File: src/rtl/crc_serial_engine.sv
// Bit-serial CRC engine for short PHY SIG/service fields.
// Consumes BPC message bits per clock and pulses valid with the finalised CRC.
module crc_serial_engine #(
  parameter int unsigned      CRC_W       = 8,
  parameter logic [CRC_W-1:0] POLY        = CRC_W'(8'h07),
  parameter logic [CRC_W-1:0] INIT        = '1,
  parameter logic [CRC_W-1:0] XOR_OUT     = '1,
  parameter bit               REFLECT_OUT = 1'b1,
  parameter int unsigned      MAX_LEN     = 34,
  parameter int unsigned      BPC         = 1
) (
  input  logic                           clk,
  input  logic                           rstn,
  input  logic                           start,
  input  logic                           abort,
  input  logic [$clog2(MAX_LEN+1)-1:0]   len,
  input  logic [MAX_LEN-1:0]             d,
  output logic                           busy,
  output logic                           valid,
  output logic [CRC_W-1:0]               crc
);

  localparam int unsigned LEN_W = $clog2(MAX_LEN + 1);

  typedef enum logic [1:0] {StIdle, StRun, StDone} state_e;

  state_e             state_q, state_d;
  logic [CRC_W-1:0]   c_q, c_d;
  logic [CRC_W-1:0]   crc_q, crc_d;
  logic [MAX_LEN-1:0] d_q, d_d;
  logic [LEN_W-1:0]   rem_q, rem_d;
  logic               valid_q, valid_d;

  logic [LEN_W-1:0]   len_clamped;
  logic [CRC_W-1:0]   c_step;
  logic [CRC_W-1:0]   c_rev;
  logic [CRC_W-1:0]   c_fin;
  logic [MAX_LEN-1:0] d_sh;

  always_comb begin
    len_clamped = len;
    if (32'(len) > MAX_LEN) len_clamped = LEN_W'(MAX_LEN);
  end

  // Up to BPC sequential bit updates; bits beyond the remaining count are skipped.
  always_comb begin
    c_step = c_q;
    d_sh   = d_q;
    for (int unsigned k = 0; k < BPC; k++) begin
      if (k < 32'(rem_q)) begin
        if (c_step[CRC_W-1] ^ d_sh[0]) c_step = (c_step << 1) ^ POLY;
        else                           c_step = c_step << 1;
      end
      d_sh = d_sh >> 1;
    end
  end

  always_comb begin
    c_rev = {<<{c_q}};
    c_fin = XOR_OUT ^ (REFLECT_OUT ? c_rev : c_q);
  end

  always_comb begin
    state_d = state_q;
    c_d     = c_q;
    crc_d   = crc_q;
    d_d     = d_q;
    rem_d   = rem_q;
    valid_d = 1'b0;
    if (abort) begin
      state_d = StIdle;
    end else if (start) begin
      d_d     = d;
      rem_d   = len_clamped;
      c_d     = INIT;
      crc_d   = '0;
      state_d = (len_clamped == '0) ? StDone : StRun;
    end else begin
      unique case (state_q)
        StRun: begin
          c_d = c_step;
          d_d = d_q >> BPC;
          if (32'(rem_q) <= BPC) begin
            rem_d   = '0;
            state_d = StDone;
          end else begin
            rem_d = rem_q - LEN_W'(BPC);
          end
        end
        StDone: begin
          crc_d   = c_fin;
          valid_d = 1'b1;
          state_d = StIdle;
        end
        default: ;
      endcase
    end
  end

  always_ff @(posedge clk or negedge rstn) begin
    if (!rstn) begin
      state_q <= StIdle;
      c_q     <= '0;
      crc_q   <= '0;
      d_q     <= '0;
      rem_q   <= '0;
      valid_q <= 1'b0;
    end else begin
      state_q <= state_d;
      c_q     <= c_d;
      crc_q   <= crc_d;
      d_q     <= d_d;
      rem_q   <= rem_d;
      valid_q <= valid_d;
    end
  end

  assign busy  = (state_q != StIdle);
  assign valid = valid_q;
  assign crc   = crc_q;

endmodule
File: config.mk
export PLATFORM = sky130hd
export DESIGN_NAME = crc_serial_engine
export DESIGN_NICKNAME = d
export VERILOG_FILES = /design/src/rtl/crc_serial_engine.sv
export SDC_FILE = /design/constraint.sdc
export NUM_CORES = 1
export LEC_CHECK = 0
export BUFFER_PORTS_ARGS = -buffer_cell sky130_fd_sc_hd__buf_2
export CORE_MARGIN = 1
export CORE_UTILIZATION = 52
export CTS_BUF_LIST = sky130_fd_sc_hd__clkbuf_2
export DETAILED_ROUTE_END_ITERATION = 8
export PLACE_DENSITY_LB_ADDON = 0.08
export SLEW_MARGIN = 10
export SYNTH_ARGS = -nofsm -noshare
export SYNTH_HDL_FRONTEND = slang
export SYNTH_SLANG_ARGS = --single-unit
File: constraint.sdc
create_clock -name clk -period 1.5 [get_ports clk]
set_input_delay 0.225 -clock clk [delete_from_list [all_inputs] [get_ports clk]]
set_output_delay 0.225 -clock clk [all_outputs]
set_load 0.01 [all_outputs]
==> results of run 1 <==
[kinds of logic after synthesis]
kind of cell | Yosys count
and+or+nand+nor | 83
xor gates and xnor gates | 3
AOI/OAI and AO/OA | 84
DFF | 59
buffers and inverters | 29
muxes | 34
adders and majority gates | 5
[placed cells by master (no fill, tap or decap), drive strengths merged, types with 4 or more instances in the layout]
| master | synthesis | routed |
|---|---|---|
| a21oi | 22 | 22 |
| buf | 10 | 74 |
| clkbuf | 8 | 11 |
| clkinv | 0 | 4 |
| dfrtp | 59 | 59 |
| ha | 5 | 5 |
| inv | 11 | 11 |
| mux2i | 34 | 34 |
| nand2 | 45 | 45 |
| nor2 | 27 | 27 |
| o21ai | 44 | 44 |
[where the power goes]
part | internal (mW) | switching, mW | leakage (nW) | total (mW)
Clock | 0.547 | 0.584 | 0.0786 | 1.13
Sequential | 1.87 | 0.230 | 0.724 | 2.10
Combinational | 0.482 | 0.520 | 0.938 | 1.00
Total | 2.90 | 1.33 | 1.74 | 4.23
[final timing paths]
kind                               start    endpoint  slack [ns]  cells past startpoint
worst max-delay path            rem_q[0]  state_q[1]       -0.04                      6
worst min register to register   d_q[24]     d_q[24]        0.49                      2
min in group asynchronous           rstn      c_q[6]        0.19                      2
max in group asynchronous           rstn     d_q[20]        0.78                      3
worst max register to register  rem_q[0]  state_q[1]       -0.04                      6
worst min-delay path               d[19]     d_q[19]        0.04                      3
[layout make-up]
cell class,count,area share [%]
clock buffer,10,1.36
clock inverter,6,2.17
inverter,11,1.12
multi-input combinational,209,38.2
sequential,59,40.1
tap,72,2.44
timing repair buffer,78,14.6
[critical path: cells and delay by family (launching register included)]
family | cells | cell delay (ns)
buffers and inverters | 1 | 0.08
AOI/OAI and AO/OA | 2 | 0.33
muxes | 1 | 0.21
adders and majority gates | 1 | 0.17
and+or+nand+nor | 1 | 0.25
DFF | 1 | 0.45
[state kept, by name, summed over array words and instances (netlist names)]
| signal | flops |
|---|---|
| crc | 8 |
| state_q | 2 |
| c_q | 8 |
| valid | 1 |
| d_q | 34 |
| rem_q | 6 |
[repair_timing]
action / 4_1_cts / 5_1_grt
pin swaps: 1 / 5
endpoints found under the hold margin: 55 / 0
setup buffers: 2 / 7
cloned: 0 / 1
hold buffers: 3 / 0
endpoints found under the setup margin: 6 / 47
gates resized for setup: 6 / 18
[through the flow]
step                area, sq um  TNS [ns]
global placement           3350         0
floorplan                  2950         0
CTS                        3530   -0.0561
detailed placement         3350    -0.121
finish                     3690   -0.0702
global route               3690    -0.862
[per-layer routing]
| metal | wire length (um) | GRT usage [%] | up-vias |
|---|---|---|---|
| met1 | 2840 | 29.3 | 1107 |
| met2 | 2880 | 33.5 | 68 |
| met4 | 140 | 11.1 | 0 |
| met3 | 286 | 4.76 | 14 |
| met5 | 0 | 0 | - |
| li1 | - | - | 1176 |
==> summary.md, run 1 <==
| Metric | Value |
|---|---|
| Outcome | `finished, violations left` |
| Failing checks | `negative setup slack` |
| Final core utilization | `67.4%` |
| LEAKAGE | `1.74 nW` |
| Critical Path RT | `1.91 ns` |
| Total CTS buffers | `9` |
| Tcrit/Tclk final | `103%` |
| Main combinational cell family by area after synthesis | `compound AO/OA/AOI/OAI gates` |
| H-Tree Level Count | `3` |
| N_diodes | `0` |
| Endpoint type of the worst setup path | `flop` |
| Final estimated routing congestion in global placement | `0.790` |
| Mapped Cells | `297` |
| Placed insts | `416` |
| DRC | `0` |
| Synth Area in Adders | `2.12%` |
| CTS Sinks | `59` |
| CTS tree | `done` |
| Critical Path, Cell by Cell | `inv_2, ha_4, or2_4, a41oi_2, mux2i_1, o211a_1` |
| Syn. warnings | `0` |
| Vias | `2365` |
| Post-synthesis mux area share | `11.5%` |
| Register area | `0.00148 sq mm` |
| Synth top area share | `50.1%` |
| Wire length per cell | `13.8 um` |
| Endpoints failing setup | `3` |
| Clk_skew | `0.0141 ns` |
| # rows | `27` |
| Worst-margin pin slew | `0.386 ns` |
| # nets final | `417` |
| Root Buffer | `clkbuf_2` |
| Max-cap violations | `0` |
| Synth area leaders | `dfrtp_1 50%, mux2i_1 12%, o21ai_0 7.1%` |
| Final worst setup slack | `-0.0442 ns` |
| EDFF count, synth | `0` |
| Largest net degree at the start of global routing | `56` |
| GRT Total Usage | `21.9%` |
| Compound-Gate Fraction of Synth Area | `18.1%` |
| Grt ovf | `0` |
| Simple-gate share of the synthesized area | `12.6%` |
| CP max FO | `4` |
| Pwr Density | `1150 mW/mm^2` |
| DR iter-0 viols | `151` |
| Die width | `77.3 um` |
| Distinct cells, synth | `40` |
| Dpl ws | `-0.0496 ns` |
| Post-synthesis sequential area ratio | `50.1%` |
| Initial antenna violation count | `0` |
| Final antenna-violating net count | `0` |
| Xor and xnor area share after synthesis | `0.891%` |
| Peak Freq | `648 MHz` |
| Max Slew Vio Count | `0` |
| Vias in the first global route | `2183` |
| Die Y | `77.3 um` |
| VDD IR-drop max | `649 uV` |
| Power, Total | `4.23 mW` |
| Worst Path Arrival | `1.95 ns` |
| Via-to-Cell Ratio | `5.31` |
| RSZ-0062 raised after global routing | `yes` |
| Setup CP Type | `reg -> reg` |
| Core Area | `0.00547 sq mm` |
| Clock-pin slew on the worst setup and hold paths | `0.17 ns` |
| Final hold viol count | `0` |
| Largest area contributor in the netlist | `dfrtp_1` |
| Crit-path slowest cell | `dfrtp_1` |
| Latest clock arrival within the worst-skew pair | `0.46 ns` |
| Area of the multi-input gates | `0.00141 sq mm` |
| Max_slew headroom | `74.2%` |
| Maximum clock insertion buffer count | `2` |
| Placed wire-length estimate | `3.97 mm` |
| Share of cells above drive strength 1 | `31.9%` |
| Area grow syn2layout | `25.0%` |
| Drt first pass iters | `4` |
| Top_reg_cell synth | `dfrtp_1` |
| Startpoint types | `flop` |
| First-pass GRT wire length | `10.1 mm` |
| Final wirelength | `6.15 mm` |
| List of most frequent post-synthesis cells | `59 x dfrtp_1, 45 x nand2_1, 42 x o21ai_0, 34 x mux2i_1, 23 x nor2_1` |
| Share of async-settable or async-resettable flops after synthesis | `100%` |
| # fillers | `473` |
| Synth Area per Inst | `9.93 sq um` |
| Post-synth net total | `346` |
| Port Buf Inserts | `53` |
| FF+latch count, synth | `59` |
| Starting Density | `53.9%` |
| Min Tclk post-route | `1.54 ns` |
| Worst hold path class | `in -> reg` |
| Post-Route Hold Slack | `0.0434 ns` |
| Final Instance Count excl. Fillers | `445` |
| Most frequent cell after synthesis | `dfrtp_1` |
| Slowest cell delay on critical path | `0.45 ns` |
| Io pins | `54` |
| Die ar. | `0.00597 sq mm` |
| Synthesized area | `0.00295 sq mm` |
No activity file was read; power rests on OpenSTA's default activity.
==> run 2, diff against run 1 <==
- BUFFER_PORTS_ARGS: -buffer_cell sky130_fd_sc_hd__buf_2 -> -buffer_cell sky130_fd_sc_hd__buf_4
- REMOVE_ABC_BUFFERS: not set -> 1
- SETUP_SLACK_MARGIN: not set -> 0.02
==> summary.md, run 2 (synthesis results as in run 1) <==
| Metric | Value |
|---|---|
| H-Tree Level Count | `3 (unchanged)` |
| Critical Path Source | `rem_q[1]` |
| DR iter-0 viols | `145 (-4.0%)` |
| Endpoint type of the worst setup path | `flop` |
| Clock power frac | `22.9% (-3.8 points)` |
| Area grow syn2layout | `38.3%` |
| Part of the power in combinational logic | `28.1% (+4.4 points)` |
| Max FFs per register | `34 (unchanged)` |
| Slowest cell delay on critical path | `0.43 ns (-0.02 ns)` |
| Die ar. | `0.00597 sq mm (unchanged)` |
| First-pass GRT wire length | `10.7 mm (+6.1%)` |
| Starting Density | `53.9% (unchanged)` |
| Switching power | `1.47 mW (+9.9%)` |
| Int Power | `2.88 mW (-0.63%)` |
| Final worst setup slack | `-0.0722 ns (-0.0280 ns)` |
| Worst-margin pin slew | `0.377 ns (-0.00886 ns)` |
| Final hold viol count | `0 (unchanged)` |
| LEAKAGE | `1.87 nW (+7.7%)` |
| RSZ-0062 raised after global routing | `yes` |
| Final wirelength | `7.07 mm (+15%)` |
| Maximum clock insertion buffer count | `2 (unchanged)` |
| Most frequent cells in the layout | `71 x buf_4, 56 x dfrtp_1, 45 x nand2_1, 34 x mux2i_1, 31 x o21ai_0` |
| Routing usage on met1 | `31.9% (+2.5 points)` |
| Pwr Density | `1070 mW/mm^2 (-7.2%)` |
| Top reg by flops | `d_q` |
| Critical Path RT | `1.96 ns (+0.05 ns)` |
| Design area | `0.00408 sq mm (+11%)` |
| Vias in the first global route | `2341 (+7.2%)` |
| N_diodes | `0 (unchanged)` |
| Placed wire-length estimate | `4.09 mm (+3.0%)` |
| Max-cap violations | `0 (unchanged)` |
| CTS Sinks | `59 (unchanged)` |
| Via-to-Cell Ratio | `5.32 (about the same)` |
| Startpoint types | `flop` |
| Seq pwr share | `49.0% (-0.6 points)` |
| Max_slew headroom | `74.7% (+0.41 points)` |
| Clock-pin slew on the worst setup and hold paths | `0.18 ns (about the same)` |
| Min Tclk post-route | `1.57 ns (+0.0280 ns)` |
| Final Instance Count excl. Fillers | `466 (+4.7%)` |
| Clk_skew | `0.0370 ns (+0.0229 ns)` |
| Failing checks | `negative setup slack` |
| Setup CP Type | `reg -> reg` |
| GRT Total Usage | `23.4% (+1.5 points)` |
| Power, Total | `4.35 mW (+2.7%)` |
| Largest net degree at the start of global routing | `35 (-38%)` |
| Io pins | `54 (unchanged)` |
| # nets final | `438 (+5.0%)` |
| Core Area | `0.00547 sq mm (unchanged)` |
| Tcrit/Tclk final | `105% (+1.9 points)` |
| Critical Path, Cell by Cell | `inv_2, ha_2, or2_4, a41oi_2, mux2i_1, o211a_1` |
| Die Y | `77.3 um (unchanged)` |
| Initial antenna violation count | `0 (unchanged)` |
| DRC | `0 (unchanged)` |
| Final estimated routing congestion in global placement | `0.794 (+0.52%)` |
| Placed insts | `420 (+0.96%)` |
| VDD IR-drop max | `607 uV (-6.6%)` |
| Endpoints failing setup | `4 (+1)` |
| Latest clock arrival within the worst-skew pair | `0.51 ns (+0.05 ns)` |
| Most common cell after layout, fill and taps aside | `buf_4` |
| Die width | `77.3 um (unchanged)` |
| Met3 GRT Util | `5.95% (+1.2 points)` |
| Worst setup path endpoint | `state_q[1]` |
| Worst hold path class | `in -> reg` |
| CTS tree | `done` |
| Cell Area, Placed | `0.00348 sq mm (+4.1%)` |
| Layer with the highest usage | `met2` |
| Share of cells above drive strength 1 | `36.3% (+4.4 points)` |
| Wire length per cell | `15.2 um (+9.8%)` |
| Root Buffer | `clkbuf_2` |
| Vias | `2477 (+4.7%)` |
| Sw Share | `33.7% (+2.2 points)` |
| Met2 Usage GRT | `35.7% (+2.2 points)` |
| R2R depth | `6 (unchanged)` |
| # rows | `27 (unchanged)` |
| Port Buf Inserts | `53 (unchanged)` |
| Peak Freq | `636 MHz (-1.8%)` |
| Total CTS buffers | `9 (unchanged)` |
| Final core utilization | `74.5% (+7.2 points)` |
| Reg-to-reg critical path startpoint | `rem_q[1]` |
| CP max FO | `3 (-1)` |
| Crit-path slowest cell | `dfrtp_1` |
| Worst Path Arrival | `2.03 ns (+0.08 ns)` |
| # fillers | `395 (-16%)` |
| RR Endpoint | `state_q[1]` |
| Worst reg2reg setup slack | `-0.07 ns (-0.03 ns)` |
| Outcome | `finished, violations left` |
| Final setup TNS | `-0.175 ns (-0.105 ns)` |
| Max Slew Vio Count | `0 (unchanged)` |
| Grt ovf | `0 (unchanged)` |
| Final antenna-violating net count | `0 (unchanged)` |
| Drt first pass iters | `4 (unchanged)` |
-- run 2: layout make-up --
cell class	count	area [sq um]	share of cell area, %
Clock buffer	10	50.0	1.23
Clock inverter	6	56.3	1.38
Inverter	11	41.3	1.01
Sequential cell	59	1480	36.3
Tap cell	72	90.1	2.21
Multi-Input combinational cell	209	1480	36.4
Timing Repair Buffer	99	876	21.5
-- run 2: worst min-delay path by stage --
stage | end | slack (ns) | start | cells past startpoint
finish | d_q[17] | 0.005 | d[17] | 3
global route | d_q[29] | 0.003 | d[29] | 3
CTS | d_q[23] | 0.0005 | d[23] | 3
detailed placement | crc[2] | 0.16 | rstn | 1
global placement | valid | 0.16 | rstn | 1
floorplan | c_q[0] | -0.07 | rstn | 0
-- run 2: routing by layer --
metal  share of wire (%)  up-vias
met5                   0        -
met4                 2.2        0
met3                 4.1       17
met2                  49       78
met1                  45     1155
li1                    -     1227
-- run 2: power groups by stage --
stage | combinational (mW) | sequential, mW | clock, mW
final | 1.22 | 2.13 | 0.996
after global routing | 1.34 | 2.17 | 1.07
after CTS | 1.03 | 2.10 | 1.00
after detailed placement | 0.940 | 2.12 | 0
after global placement | 0.911 | 2.11 | 0
after floorplan | 0.531 | 2.09 | 0
-- run 2: metrics by stage --
step	hold WS [ns]	worst slack, ns
after floorplan	-0.0706	-0.505
after global placement	0.162	-0.00478
after detailed placement	0.161	-0.0556
after CTS	0.000531	-0.0329
after global routing	0.00320	-0.106
final	0.00458	-0.0722
-- run 2: worst max-delay path: cells and delay by family, from the launching register on --
kind,cells,cell delay (ns)
flip-flops,1,0.43
AND/OR/NAND/NOR,1,0.27
adder cells (fa/ha/maj),1,0.16
AO/OA/AOI/OAI,2,0.35
multiplexers,1,0.24
buffers and inverters,1,0.08
-- run 2: repair_timing --
action | CTS | global route
gates resized for setup | 16 | 44
setup endpoints to repair | 12 | 52
hold endpoints to repair | 69 | 6
setup buffers | 4 | 8
hold buffers | 11 | 6
pin swaps | 6 | 12
cloned | 1 | 1
